--- src/rtl/sad_accum_pipe.sv ---
// Two-stage sum-of-absolute-differences accumulator with a held output register.
// Stage 1 registers per-lane |a-b|, stage 2 accumulates, and the output register holds the block result.
module sad_accum_pipe #(
    parameter int W     = 2,
    parameter int LANES = 2,
    parameter int BLOCK = 4,
    parameter int OW    = 5
) (
    input  logic                 clk,
    input  logic                 rst_n,
    input  logic                 in_valid,
    output logic                 in_ready,
    input  logic [LANES*W-1:0]   in_a,
    input  logic [LANES*W-1:0]   in_b,
    input  logic                 in_last,
    input  logic                 sat_en,
    output logic                 out_valid,
    input  logic                 out_ready,
    output logic [OW-1:0]        out_sad,
    output logic                 out_ovf
);
    localparam int AW = $clog2(LANES * BLOCK * ((1 << W) - 1) + 1);
    localparam int CW = (BLOCK > 1) ? $clog2(BLOCK) : 1;
    localparam int XW = ((AW > OW) ? AW : OW) + 1;

    // valid/ready: a transfer happens on a rising edge where valid and ready are both 1;
    // a producer holds its data stable while valid=1 and ready=0.
    logic stall;
    logic accept;
    logic blk_end;

    logic [CW-1:0]        cnt;
    logic                 s1_valid;
    logic                 s1_end;
    logic                 s1_sat;
    logic [LANES*W-1:0]   s1_diff;
    logic [LANES*W-1:0]   diff_c;
    logic [AW-1:0]        lane_sum;
    logic [AW-1:0]        acc;
    logic                 s2_valid;
    logic                 s2_sat;
    logic [AW-1:0]        s2_sum;
    logic [XW-1:0]        sum_x;
    logic                 ovf_c;
    logic [OW-1:0]        res_c;

    assign stall    = out_valid & ~out_ready;
    assign in_ready = ~stall;
    assign accept   = in_valid & in_ready;
    assign blk_end  = in_last | (cnt == CW'(BLOCK - 1));

    always_comb begin
        diff_c = '0;
        for (int i = 0; i < LANES; i++) begin
            if (in_a[i*W +: W] > in_b[i*W +: W])
                diff_c[i*W +: W] = in_a[i*W +: W] - in_b[i*W +: W];
            else
                diff_c[i*W +: W] = in_b[i*W +: W] - in_a[i*W +: W];
        end
    end

    always_comb begin
        lane_sum = '0;
        for (int i = 0; i < LANES; i++)
            lane_sum = lane_sum + AW'(s1_diff[i*W +: W]);
    end

    // Widen before comparing so the overflow test also works when AW <= OW.
    always_comb begin
        sum_x = XW'(s2_sum);
        ovf_c = (sum_x > XW'({OW{1'b1}}));
        res_c = sum_x[OW-1:0];
        if (ovf_c && s2_sat)
            res_c = '1;
    end

    always_ff @(posedge clk or negedge rst_n) begin
        if (!rst_n) begin
            cnt      <= '0;
            s1_valid <= 1'b0;
            s1_end   <= 1'b0;
            s1_sat   <= 1'b0;
            s1_diff  <= '0;
        end else if (!stall) begin
            s1_valid <= accept;
            if (accept) begin
                s1_diff <= diff_c;
                s1_end  <= blk_end;
                s1_sat  <= sat_en;
                cnt     <= blk_end ? '0 : cnt + CW'(1);
            end
        end
    end

    // The closing beat hands the final sum to stage 2 and clears the accumulator in the same edge.
    always_ff @(posedge clk or negedge rst_n) begin
        if (!rst_n) begin
            acc      <= '0;
            s2_valid <= 1'b0;
            s2_sat   <= 1'b0;
            s2_sum   <= '0;
        end else if (!stall) begin
            s2_valid <= s1_valid & s1_end;
            if (s1_valid) begin
                if (s1_end) begin
                    acc    <= '0;
                    s2_sum <= acc + lane_sum;
                    s2_sat <= s1_sat;
                end else begin
                    acc <= acc + lane_sum;
                end
            end
        end
    end

    always_ff @(posedge clk or negedge rst_n) begin
        if (!rst_n) begin
            out_valid <= 1'b0;
            out_sad   <= '0;
            out_ovf   <= 1'b0;
        end else if (!stall) begin
            out_valid <= s2_valid;
            if (s2_valid) begin
                out_sad <= res_c;
                out_ovf <= ovf_c;
            end
        end
    end
endmodule

--- config.mk ---
export PLATFORM = sky130hd
export DESIGN_NAME = sad_accum_pipe
export DESIGN_NICKNAME = d
export VERILOG_FILES = /design/src/rtl/sad_accum_pipe.sv
export SDC_FILE = /design/constraint.sdc
export NUM_CORES = 1
export LEC_CHECK = 0
export BUFFER_PORTS_ARGS = -buffer_cell sky130_fd_sc_hd__buf_4
export CORE_UTILIZATION = 30
export CTS_CLUSTER_DIAMETER = 200
export DETAILED_ROUTE_END_ITERATION = 8
export GPL_TIMING_DRIVEN = 0
export PLACE_DENSITY = 0.57
export SETUP_SLACK_MARGIN = 0.3
export SYNTH_ARGS = -nofsm -noshare
export SYNTH_HDL_FRONTEND = slang
export SYNTH_SLANG_ARGS = --single-unit
--- constraint.sdc ---
create_clock -name clk -period 4 [get_ports clk]
set_input_delay 0.2 -clock clk [delete_from_list [all_inputs] [get_ports clk]]
set_output_delay 0.2 -clock clk [all_outputs]
set_load 0.1 [all_outputs]
Word level (Yosys, flattened, before mapping). Cells that the tools add are included.

Register bits after elaboration: 25. Input port bits: 14. Output and inout port bits: 8.

Add/subtract/negate cells: 7. Bitwise logic cells: 6. Reductions and logical operators: 4. Muxes and demuxes: 4. $lt $le $gt $ge: 2. Equal/unequal tests: 1.

Operators with widths (count): 2-bit subtractor (4); 2-bit 2-to-1 mux (3); 2-bit AND reduction (3); 5-bit by 3-bit adder with 5-bit output (1); 5-bit 2-to-1 mux (1); 2-bit > comparator (2); 2-bit by 2-bit adder with 3-bit output (1); 1-bit bitwise AND (3); 3-bit AND reduction (1); 2-bit by 1-bit adder with 2-bit output (second input constant) (1); 2-bit == test (second input constant) (1); 1-bit inverter (2); 1-bit OR (1).

Depth between registers and ports, before layout.
Word-level depth: 5. Gate-level depth with buffers: 8. Gate-level depth less buffers: 8.

Worst setup path after synthesis. No wires, ideal clock.

Path type: register -> register. Start point: reg s1_diff[1]. End point: reg acc[3]. Path buffers: 0. Setup time: 0.131 ns. Clock period less this slack: 1.972 ns. Cell stages (with the launch flop): 9. Setup slack: 2.028 ns. Arrival time: 1.841 ns. Cells stage by stage: dfrtp_1 inv_1 fa_1 inv_1 ha_1 fa_1 nor2b_1 a31oi_1 o21ai_0.

Cells in the longest elaborated chain, start to end: 3.

RTL lines: start, declared (RTL line 36) `logic [LANES*W-1:0] s1_diff;`; start signal, assigned (RTL line 87) `s1_diff <= diff_c;`; 2-bit by 2-bit adder with 3-bit output (RTL line 65) `lane_sum = lane_sum + AW'(s1_diff[i*W +: W]);`; 5-bit by 3-bit adder with 5-bit output (RTL line 110) `acc <= acc + lane_sum;`; 5-bit 2-to-1 mux (RTL line 105) `if (s1_end) begin`; end signal, assigned (RTL line 110); end, declared (RTL line 39) `logic [AW-1:0] acc;`.

No other way between the ends. A chain may end at the register's enable or synchronous reset.

Worst setup path after layout. Same ends and word-level chain as after synthesis.

==> impl_results.md <==
- Result of the run: finished clean
- CTS sink cnt: 25
- Commonest non-fill, non-tap cells in the layout: sky130_fd_sc_hd__dfrtp_1, sky130_fd_sc_hd__buf_4, sky130_fd_sc_hd__inv_1, sky130_fd_sc_hd__nand2_1, sky130_fd_sc_hd__o21ai_0
- Via-per-instance ratio: 4.60
- Placed insts: 192
- Total length of routed wires: 2.29 mm
- Number of iterations in the first detailed-routing pass: 2
- Number of hold buffers added after CTS: 1
- First-pass GRT wire length: 3.95 mm
- Initial Utilization: 31.0%
- Hold path startpoint: in_last
- Signed area change from the synthesized netlist to the final layout: 19.4%
- Reg-to-reg critical path endpoint: acc[3]$_DFFE_PN0P_
- Max rail drop VDD: 284 µV
- Number of global-route vias before repair: 923
- Slew Limit Fails: 0
- Finish-stage setup viols: 0
- Cell count of the worst hold path: 4
- TritonCTS clock tree: built
- Clock buffer count from CTS: 3
- Clk pin slew, worst setup/hold paths: 0.08 ns
- Die extent in x: 69.1 µm
- Total I/O pin count: 22
- H-tree levels: 1
- Register area share after synthesis: 46.3%
- Fraction of layout cells with a size suffix above 1: 26.2%
- Minimum clock period after layout: 2.13 ns
- Drt wl/cell: 11.6 µm
- Power per unit of standard cell area: 756 nW/µm²
- Synth top area cells: sky130_fd_sc_hd__dfrtp_1, sky130_fd_sc_hd__ha_1, sky130_fd_sc_hd__fa_1
- Worst R2R Start: s1_diff[1]$_DFFE_PN0P_
- Half-perimeter wire length of the detailed placement result: 1.85 mm
- Final worst path period share: 53.2%
- Post-CTS resize count: 0
- Highest Clock Rate: 0.470 GHz
- Area of the multi-input gates: 643 µm²
- Hold Path Sink: cnt[1]$_DFFE_PN0P_
- Placed inst area: 1560 µm²
- Count of mapped cells out of synthesis: 121
- Worst reg2reg path depth: 8
- Number of warnings printed during yosys synthesis: 0
- Count of routing violations after the opening detailed-route iteration: 27
- Die Area: 4780 µm²
- Netlist cell types: 24
- Total core area: 4350 µm²
- Largest net degree at the start of global routing: 26
- Number of buffers inserted to repair setup after CTS: 0
- Root buffer cell: sky130_fd_sc_hd__clkbuf_8
- Path type of the worst setup path: flop to flop
- Max-Cap Viols: 0
- Clock network latency to the later pin of the worst-skew pair: 0.27 ns
- Startpoint kind of the worst setup timing path: flop
- Non-filler cells in the finished layout: 197
- Via Count: 906
- Type of the most critical hold path: input port to flop
- Non-Filler Cell Area, Final: 1610 µm²
- Setup slack, reg-to-reg: 1.87 ns
- Total of buffers placed on input and output ports: 19
- Core utilization of the finished layout: 37.1%
- Standard-cell rows: 24
- Share of Yosys cell area claimed by the top area cell type: 46.3%
- Critical path peak fanout: 2
- GPL Wtd Cong: 0.740
- Fin. Hold Viols: 0
- Power, Total: 1220 µW
- Avg Cell Area, Syn: 11.2 µm²
- Setup TNS: 0 ns
- Die H: 69.1 µm
- Count of antenna diodes in the layout: 0
- Sequential standard cell area: 626 µm²
- Library cell occupying the most area in the post-synthesis netlist: sky130_fd_sc_hd__dfrtp_1
- Layout Nets: 174
- Unrepaired setup endpoints after global routing: false
- Cell area after synthesis: 1350 µm²
- Final antenna-violating net count: 0
- Filler cells: 440
- FF+latch count, synth: 25
- Remaining Overflow, GRT: 0
- DRC violations left: 0
- Antenna violations before repair: 0
- Maximum buffer depth of the clock tree: 2
- Most common cell after layout, fill and taps aside: sky130_fd_sc_hd__dfrtp_1
- Data arrival time at the worst-slack endpoint: 2.27 ns
- Syn nets: 149
- Sort of element at the end of the critical path: flop
- Combined global-route utilization of all metal layers: 10.4%
- Post-Route Skew: 0.00234 ns
- Total leakage power: 0.000818 µW
- Req. time, crit path: 4.15 ns
## cell type report
cell class	count	share of cell area (%)
buffer	3	1.63
clock buffer	4	2.79
inverter	15	3.49
multi-input combinational	78	39.8
sequential	25	38.8
tap	52	4.03
timing repair buffer	20	9.46
## registers in the layout, indices dropped and copies added, names as in the netlist
signal	flops
cnt	2
out_sad	5
s2_valid	1
s1_end	1
out_valid	1
s1_valid	1
s1_diff	4
acc	5
res_c	5
## critical path, stage by stage (launching register included)
cell and delay (ns):
sky130_fd_sc_hd__dfrtp_1 0.33, sky130_fd_sc_hd__inv_1 0.07, sky130_fd_sc_hd__fa_1 0.54, sky130_fd_sc_hd__inv_1 0.04, sky130_fd_sc_hd__ha_1 0.22, sky130_fd_sc_hd__fa_1 0.40, sky130_fd_sc_hd__nor2b_1 0.16, sky130_fd_sc_hd__a31oi_1 0.16
sky130_fd_sc_hd__o21ai_0 0.09
## kinds of logic (layout without fill, tap and decap cells)
| logic type | Yosys count | in the layout | share of synthesized area (%) |
|---|---|---|---|
| multiplexers | 9 | 9 | 8.61 |
| buffers and inverters | 18 | 42 | 6.11 |
| AO/OA/AOI/OAI | 23 | 23 | 10.4 |
| adder cells (fa/ha/maj) | 14 | 14 | 15.7 |
| flip-flops | 25 | 25 | 46.3 |
| XOR/XNOR | 1 | 1 | 0.648 |
| other | 1 | 1 | 0.278 |
| AND/OR/NAND/NOR | 30 | 30 | 11.9 |
## per-layer routing
metal,wire length (µm),GRT usage [%],up-vias,part of all wire (%)
met2,1220,19.4,20,54
met4,15,3.40,0,0.66
li1,-,-,441,-
met1,948,11.0,441,41
met5,0,0,-,0
met3,98,2.92,4,4.3
## metrics by stage
step	setup slack (ns)	hold WS, ns
after floorplan	2.03	-0.0956
after global placement	1.93	0.114
after detailed placement	1.87	0.124
after CTS	1.85	0.196
after global routing	1.78	0.209
final	1.87	0.200
## power by group
| part | switching [µW] | leakage [µW] | internal [µW] |
|---|---|---|---|
| Sequential | 67.1 | 0.000311 | 356 |
| Combinational | 419 | 0.000484 | 230 |
| Clock | 77.1 | 0.0000228 | 71.2 |
| Total | 563 | 0.000818 | 657 |
## worst max-delay path by stage
| stage | startpoint | to | slack, ns | depth (start not counted) |
|---|---|---|---|---|
| 3_5_place_dp | s1_diff[1]$_DFFE_PN0P_ | acc[3]$_DFFE_PN0P_ | 1.87 | 8 |
| 4_1_cts | s1_diff[1]$_DFFE_PN0P_ | acc[3]$_DFFE_PN0P_ | 1.85 | 8 |
| 3_3_place_gp | s1_diff[1]$_DFFE_PN0P_ | acc[3]$_DFFE_PN0P_ | 1.93 | 8 |
| 6_report | s1_diff[1]$_DFFE_PN0P_ | acc[3]$_DFFE_PN0P_ | 1.87 | 8 |
| 5_1_grt | s1_diff[1]$_DFFE_PN0P_ | acc[3]$_DFFE_PN0P_ | 1.78 | 8 |
| 2_1_floorplan | s1_diff[1]$_DFFE_PN0P_ | acc[3]$_DFFE_PN0P_ | 2.03 | 8 |
## cell usage after synthesis
cell type / number
sky130_fd_sc_hd__xnor2_1: 1
sky130_fd_sc_hd__nand2_2: 3
sky130_fd_sc_hd__a21oi_1: 2
sky130_fd_sc_hd__a22o_1: 3
sky130_fd_sc_hd__a21o_1: 2
sky130_fd_sc_hd__inv_1: 15
sky130_fd_sc_hd__ha_1: 9
sky130_fd_sc_hd__nor2_1: 3
sky130_fd_sc_hd__nand2_1: 12
sky130_fd_sc_hd__buf_4: 2
sky130_fd_sc_hd__conb_1: 1
sky130_fd_sc_hd__nand3_4: 1
sky130_fd_sc_hd__nor2b_1: 2
sky130_fd_sc_hd__mux2_2: 5
sky130_fd_sc_hd__o21ai_0: 11
sky130_fd_sc_hd__nor4_1: 1
sky130_fd_sc_hd__nand2b_1: 8
sky130_fd_sc_hd__buf_6: 1
sky130_fd_sc_hd__o21ai_1: 2
sky130_fd_sc_hd__a221oi_1: 2
sky130_fd_sc_hd__dfrtp_1: 25
sky130_fd_sc_hd__fa_1: 5
sky130_fd_sc_hd__mux2_4: 4
sky130_fd_sc_hd__a31oi_1: 1
Power figures use the tool's default switching activity.
